==> src/rtl/arb_pkg.sv <==
// Shared definitions for the round-robin FIFO arbiter: data width,
// FSM state encoding and a constant-friendly clog2 helper.
package arb_pkg;

    localparam int DATA_W = 4;

    localparam logic [1:0] ST_IDLE   = 2'd0;
    localparam logic [1:0] ST_ACTIVE = 2'd1;
    localparam logic [1:0] ST_STALL  = 2'd2;

    function automatic int clog2(input int value);
        int r;
        r = 0;
        while ((1 << r) < value) begin
            r = r + 1;
        end
        return r;
    endfunction

endpackage

==> src/rtl/rr_pick.sv <==
// Combinational round-robin picker: first requesting channel after the
// previous grant, wrapping around, as a one-hot vector.
module rr_pick
    import arb_pkg::*;
#(
    parameter int N  = 4,
    parameter int IW = clog2(N)
) (
    input  logic [N-1:0]  req,
    input  logic [IW-1:0] last,
    output logic [N-1:0]  grant,
    output logic          valid
);

    // Scanning offsets 1..N puts the previous winner last, which gives fairness.
    always_comb begin
        grant = '0;
        valid = 1'b0;
        for (int off = 1; off <= N; off++) begin
            if (!valid && req[(int'(last) + off) % N]) begin
                grant[(int'(last) + off) % N] = 1'b1;
                valid = 1'b1;
            end
        end
    end

endmodule

==> src/rtl/arbitro_rr.sv <==
// Round-robin arbiter draining NUM_IN upstream FIFOs into one downstream
// FIFO, with a credit counter that keeps the downstream FIFO from overflowing.
module arbitro_rr
    import arb_pkg::*;
#(
    parameter  int NUM_IN    = 4,
    parameter  int OUT_DEPTH = 8,
    localparam int GW        = clog2(NUM_IN),
    localparam int CW        = clog2(OUT_DEPTH) + 1
) (
    input  logic                     clk,
    input  logic                     rst,
    input  logic [NUM_IN-1:0]        in_empty,
    input  logic [DATA_W*NUM_IN-1:0] in_data,
    output logic [NUM_IN-1:0]        in_rd_en,
    input  logic                     out_pop,
    output logic                     out_wr_en,
    output logic [DATA_W-1:0]        out_data,
    output logic [GW-1:0]            grant_idx,
    output logic [CW-1:0]            credits,
    output logic [7:0]               word_count
);

    logic [1:0]        state;
    logic [1:0]        state_next;
    logic [NUM_IN-1:0] pick_grant;
    logic              pick_valid;
    logic              pop_ok;
    logic              issue;
    logic [GW-1:0]     issue_idx;
    logic [CW-1:0]     credits_next;
    logic              valid_q;
    logic [DATA_W-1:0] hold_data;
    logic [DATA_W-1:0] lanes [NUM_IN];

    rr_pick #(
        .N  (NUM_IN),
        .IW (GW)
    ) u_pick (
        .req   (~in_empty),
        .last  (grant_idx),
        .grant (pick_grant),
        .valid (pick_valid)
    );

    assign pop_ok   = (state != ST_STALL) && (credits != '0);
    assign issue    = pop_ok && pick_valid;
    assign in_rd_en = pop_ok ? pick_grant : '0;

    always_comb begin
        issue_idx = '0;
        for (int i = 0; i < NUM_IN; i++) begin
            if (pick_grant[i]) begin
                issue_idx = GW'(i);
            end
        end
    end

    // A reserved slot and a returned slot in the same cycle cancel out.
    always_comb begin
        credits_next = credits;
        if (issue && !out_pop) begin
            credits_next = credits - CW'(1);
        end else if (!issue && out_pop && (credits != CW'(OUT_DEPTH))) begin
            credits_next = credits + CW'(1);
        end
    end

    always_comb begin
        if (credits_next == '0) begin
            state_next = ST_STALL;
        end else if (&in_empty) begin
            state_next = ST_IDLE;
        end else begin
            state_next = ST_ACTIVE;
        end
    end

    always_comb begin
        for (int i = 0; i < NUM_IN; i++) begin
            lanes[i] = in_data[DATA_W*i +: DATA_W];
        end
    end

    // The upstream FIFO presents the popped word one cycle after rd_en.
    assign out_wr_en = valid_q;
    assign out_data  = valid_q ? lanes[grant_idx] : hold_data;

    always_ff @(posedge clk or posedge rst) begin
        if (rst) begin
            state      <= ST_IDLE;
            credits    <= CW'(OUT_DEPTH);
            grant_idx  <= GW'(NUM_IN - 1);
            valid_q    <= 1'b0;
            hold_data  <= '0;
            word_count <= '0;
        end else begin
            state   <= state_next;
            credits <= credits_next;
            valid_q <= issue;
            if (issue) begin
                grant_idx <= issue_idx;
            end
            if (valid_q) begin
                hold_data  <= out_data;
                word_count <= word_count + 8'd1;
            end
        end
    end

endmodule

==> config.mk <==
export PLATFORM = sky130hd
export DESIGN_NAME = arbitro_rr
export DESIGN_NICKNAME = d
export VERILOG_FILES = /design/src/rtl/arb_pkg.sv /design/src/rtl/rr_pick.sv /design/src/rtl/arbitro_rr.sv
export SDC_FILE = /design/constraint.sdc
export NUM_CORES = 1
export LEC_CHECK = 0
export BUFFER_PORTS_ARGS = -buffer_cell sky130_fd_sc_hd__clkbuf_2
export CAP_MARGIN = 20
export CORE_UTILIZATION = 28
export CTS_BUF_LIST = sky130_fd_sc_hd__clkbuf_2
export DETAILED_ROUTE_END_ITERATION = 10
export HOLD_SLACK_MARGIN = 0.15
export SLEW_MARGIN = 20
export SYNTH_ARGS = -nofsm -noshare
export SYNTH_HDL_FRONTEND = slang
export SYNTH_SLANG_ARGS = --single-unit
==> constraint.sdc <==
create_clock -name clk -period 7.3 [get_ports clk]
set_input_delay 0.73 -clock clk [delete_from_list [all_inputs] [get_ports clk]]
set_output_delay 0.73 -clock clk [all_outputs]
set_load 0.03 [all_outputs]
==> results.toml <==
[power]
ir_worst_vdd_uv = 193
pwr_density_cell_nw_per_um2 = 508
cellLeakagePower_nw = 0.847

[timing]
setup_tns_ns = 0
max_freq_mhz = 282
tightest_slew_ns = 0.776
drv_slew = 0
hold_viol = 0
grt_setup_unrepaired = "false"
finalWorstSetupSlack_ns = 3.75
report.final.setup_viol = 0
fin_skew_ns = 0.0112
relSlewSlack_pct = 48.2
finalCriticalPeriod_ns = 3.55
fin_crit_sh_pct = 48.6

[logic_synthesis]
seq_area_frac_synth_pct = 35.4
async_flop_share_pct = 100
synth_flop_cell = "dfrtp_1"
synth_edf_count = 0
yosys.area.top_type = "dfrtp_1"
ys_ff_latch = 21
yosys.cell_count.top_type = "dfrtp_1"
synth_cell_types = 42
synth_warnings = 0
synth_top_area_share_pct = 30.2
synth_cells = 136
syn_area_sq_um = 1490
synth_area_leaders = "dfrtp_1 (30%), mux4_1 (8.8%), mux2_2 (6.8%), ha_1 (5.9%), dfstp_2 (5.3%)"
syn_nets = 166
synth.avg_cell_area_sq_um = 11.0
netlist_top_cells_count = "dfrtp_1 (18), inv_1 (11), nor2_1 (10)"

[finish]
final_layout_size_suffix_gt1_share_pct = 38.5
regArea_sq_um = 529
syn2layout_area_growth_pct = 19.0
multi_input_area_sq_um = 861
nets = 210
fillCellCount = 543
n_antenna_cell = 0

[floorplan]
start_util_pct = 29.3
rows = 26
die_area_sq_um = 5630
dieWidth_microns = 75.0
core-area_sq_um = 5110
io_pins = 46
die_y_microns = 75.0

[critical_path]
arrival_ns = 2.82
timing_worst_setup_path_type = "register to primary output"
worst-path-buf-inv = 2
cp_max_fo = 13
cp_slowest_cell = "dfstp_2"
path_common_cell = "nor2_1"
crit_family = "flip-flops"
worst_ep_required_time_ns = 6.57
crit_start = "grant_idx[0]"
cpPeakStageDelay_ns = 0.75
worstReg2RegStart = "grant_idx[0]"
crit_path_cell_trace = "inv_1 -> ha_1 -> mux4_2 -> nand3_1 -> nor2_1 -> a221oi_1 -> nor2_1 -> clkbuf_2"
crit_path_start_kind = "register"
end_kind = "primary output"

[flow_run]
max_cap_violations = 0

[clock_network]
cts_buffers = 3
ctsResizeCount = 0
clock_sinks = 21
clk_pin_slew_ns = 0.19
clk_path_buf_depth = 2
htree_num_levels = 1
cts_root_buffer = "clkbuf_2"
cts_tree = "built"
holdBufCountCts = 0
clk_latency_ns = 0.31
post_cts_buffers = 0

[run_status]
outcome = "finished, final reports clean"

[placed_design]
port_buffers = 45
place_ws_ns = 4.10
post-dp-hpwl_mm = 2.30
gp_congestion = 0.762

[global_routing]
grt.total_usage_pct = 11.2
grt_pass1_wl_mm = 4.91
grt_antenna_before_repair = 0
grt_overflow = 0
grt_pass1_vias = 1111
grt_max_degree = 22

[hold_path]
min_from = "word_count[7]"
min_path_type = "register to register"

[route]
drt_first_iter_violations = 60
avgRoutedWirePerCell_microns = 11.9
drc = 0
vias = 1222
via_per_inst = 4.91
dr.pass1.iters = 3
drt.antenna.violating_nets = 0
wirelength_mm = 2.95
## cell families (layout without fill, tap and decap cells)
group                    count (synthesis)  in the layout  share of synthesized area [%]
buffers and inverters                   19             62                           6.95
adder cells (fa/ha/maj)                  7              7                           5.86
AND/OR/NAND/NOR                         42             42                           15.2
AO/OA/AOI/OAI                           21             21                           11.1
multiplexers                            19             19                           21.4
flip-flops                              21             21                           35.4
XOR/XNOR                                 7              7                           4.10
## final cells by class
| class | count | area share, % |
|---|---|---|
| flip-flops and latches | 21 | 29.8 |
| multi-input cells | 96 | 48.4 |
| well taps | 70 | 4.93 |
| inverters | 12 | 2.67 |
| repair buffers | 46 | 13.1 |
| clock buffers | 4 | 1.13 |
## report_power, final
group	internal (mW)	switching (mW)
Combinational	0.238	0.361
Sequential	0.179	0.0773
Clock	0.0145	0.0328
## per-layer routing
metal,up-vias,track usage [%],wire length [microns]
met5,-,0,0
met4,0,0.629,7
met3,2,3.88,160
met2,32,17.4,1290
met1,593,15.8,1490
li1,595,-,-
## per-stage QoR
stage	utilization, %	std cells	area [sq um]	hold slack, ns	power (mW)
finish	34.8	249	1780	0.483	0.903
global route	34.8	249	1780	0.520	0.985
CTS	34.8	249	1780	0.494	0.912
detailed placement	34.4	245	1760	0.471	0.863
global placement	34.4	245	1760	0.466	0.861
floorplan	-	136	1490	0.477	0.735
## worst reg2reg max path, stage by stage (launching register included)
cell and delay [ns]:
dfstp_2 0.75, inv_1 0.11, ha_1 0.33, mux4_2 0.33, and4_1 0.37, or2_1 0.30
inv_4 0.09, or4_4 0.48, a31oi_1 0.22, and3_1 0.18
## registers in the layout, indices dropped and copies added (netlist names)
signal / flops
credits: 4
grant_idx: 2
hold_data: 4
out_wr_en: 1
state: 2
word_count: 8
## worst paths after layout
path | slack [ns] | cells past startpoint | end
setup / recovery | 3.75 | 8 | in_rd_en[2]
hold / removal | 0.48 | 1 | word_count[7]
setup reg to reg | 4.08 | 9 | state[1]
hold reg to reg | 0.48 | 1 | word_count[7]
max in group asynchronous | 6.30 | 2 | state[1]
min in group asynchronous | 0.51 | 2 | word_count[0]
## layout by cell type, fill, tap and decap left out, types with 3 or more instances in the layout
| master | synthesis | layout |
|---|---|---|
| a221oi_1 | 3 | 3 |
| a22o_1 | 3 | 3 |
| a31oi_1 | 5 | 5 |
| and3_1 | 3 | 3 |
| clkbuf_2 | 0 | 49 |
| dfrtp_1 | 18 | 18 |
| dfstp_2 | 3 | 3 |
| ha_1 | 7 | 7 |
| inv_1 | 11 | 11 |
| mux2_2 | 9 | 9 |
| mux4_1 | 5 | 5 |
| mux4_2 | 3 | 3 |
| nand2_1 | 5 | 5 |
| nand3_1 | 5 | 5 |
| nor2_1 | 10 | 10 |
| nor3_1 | 3 | 3 |
| xnor2_1 | 4 | 4 |
| xor2_1 | 3 | 3 |
No activity file was read; power rests on OpenSTA's default activity.
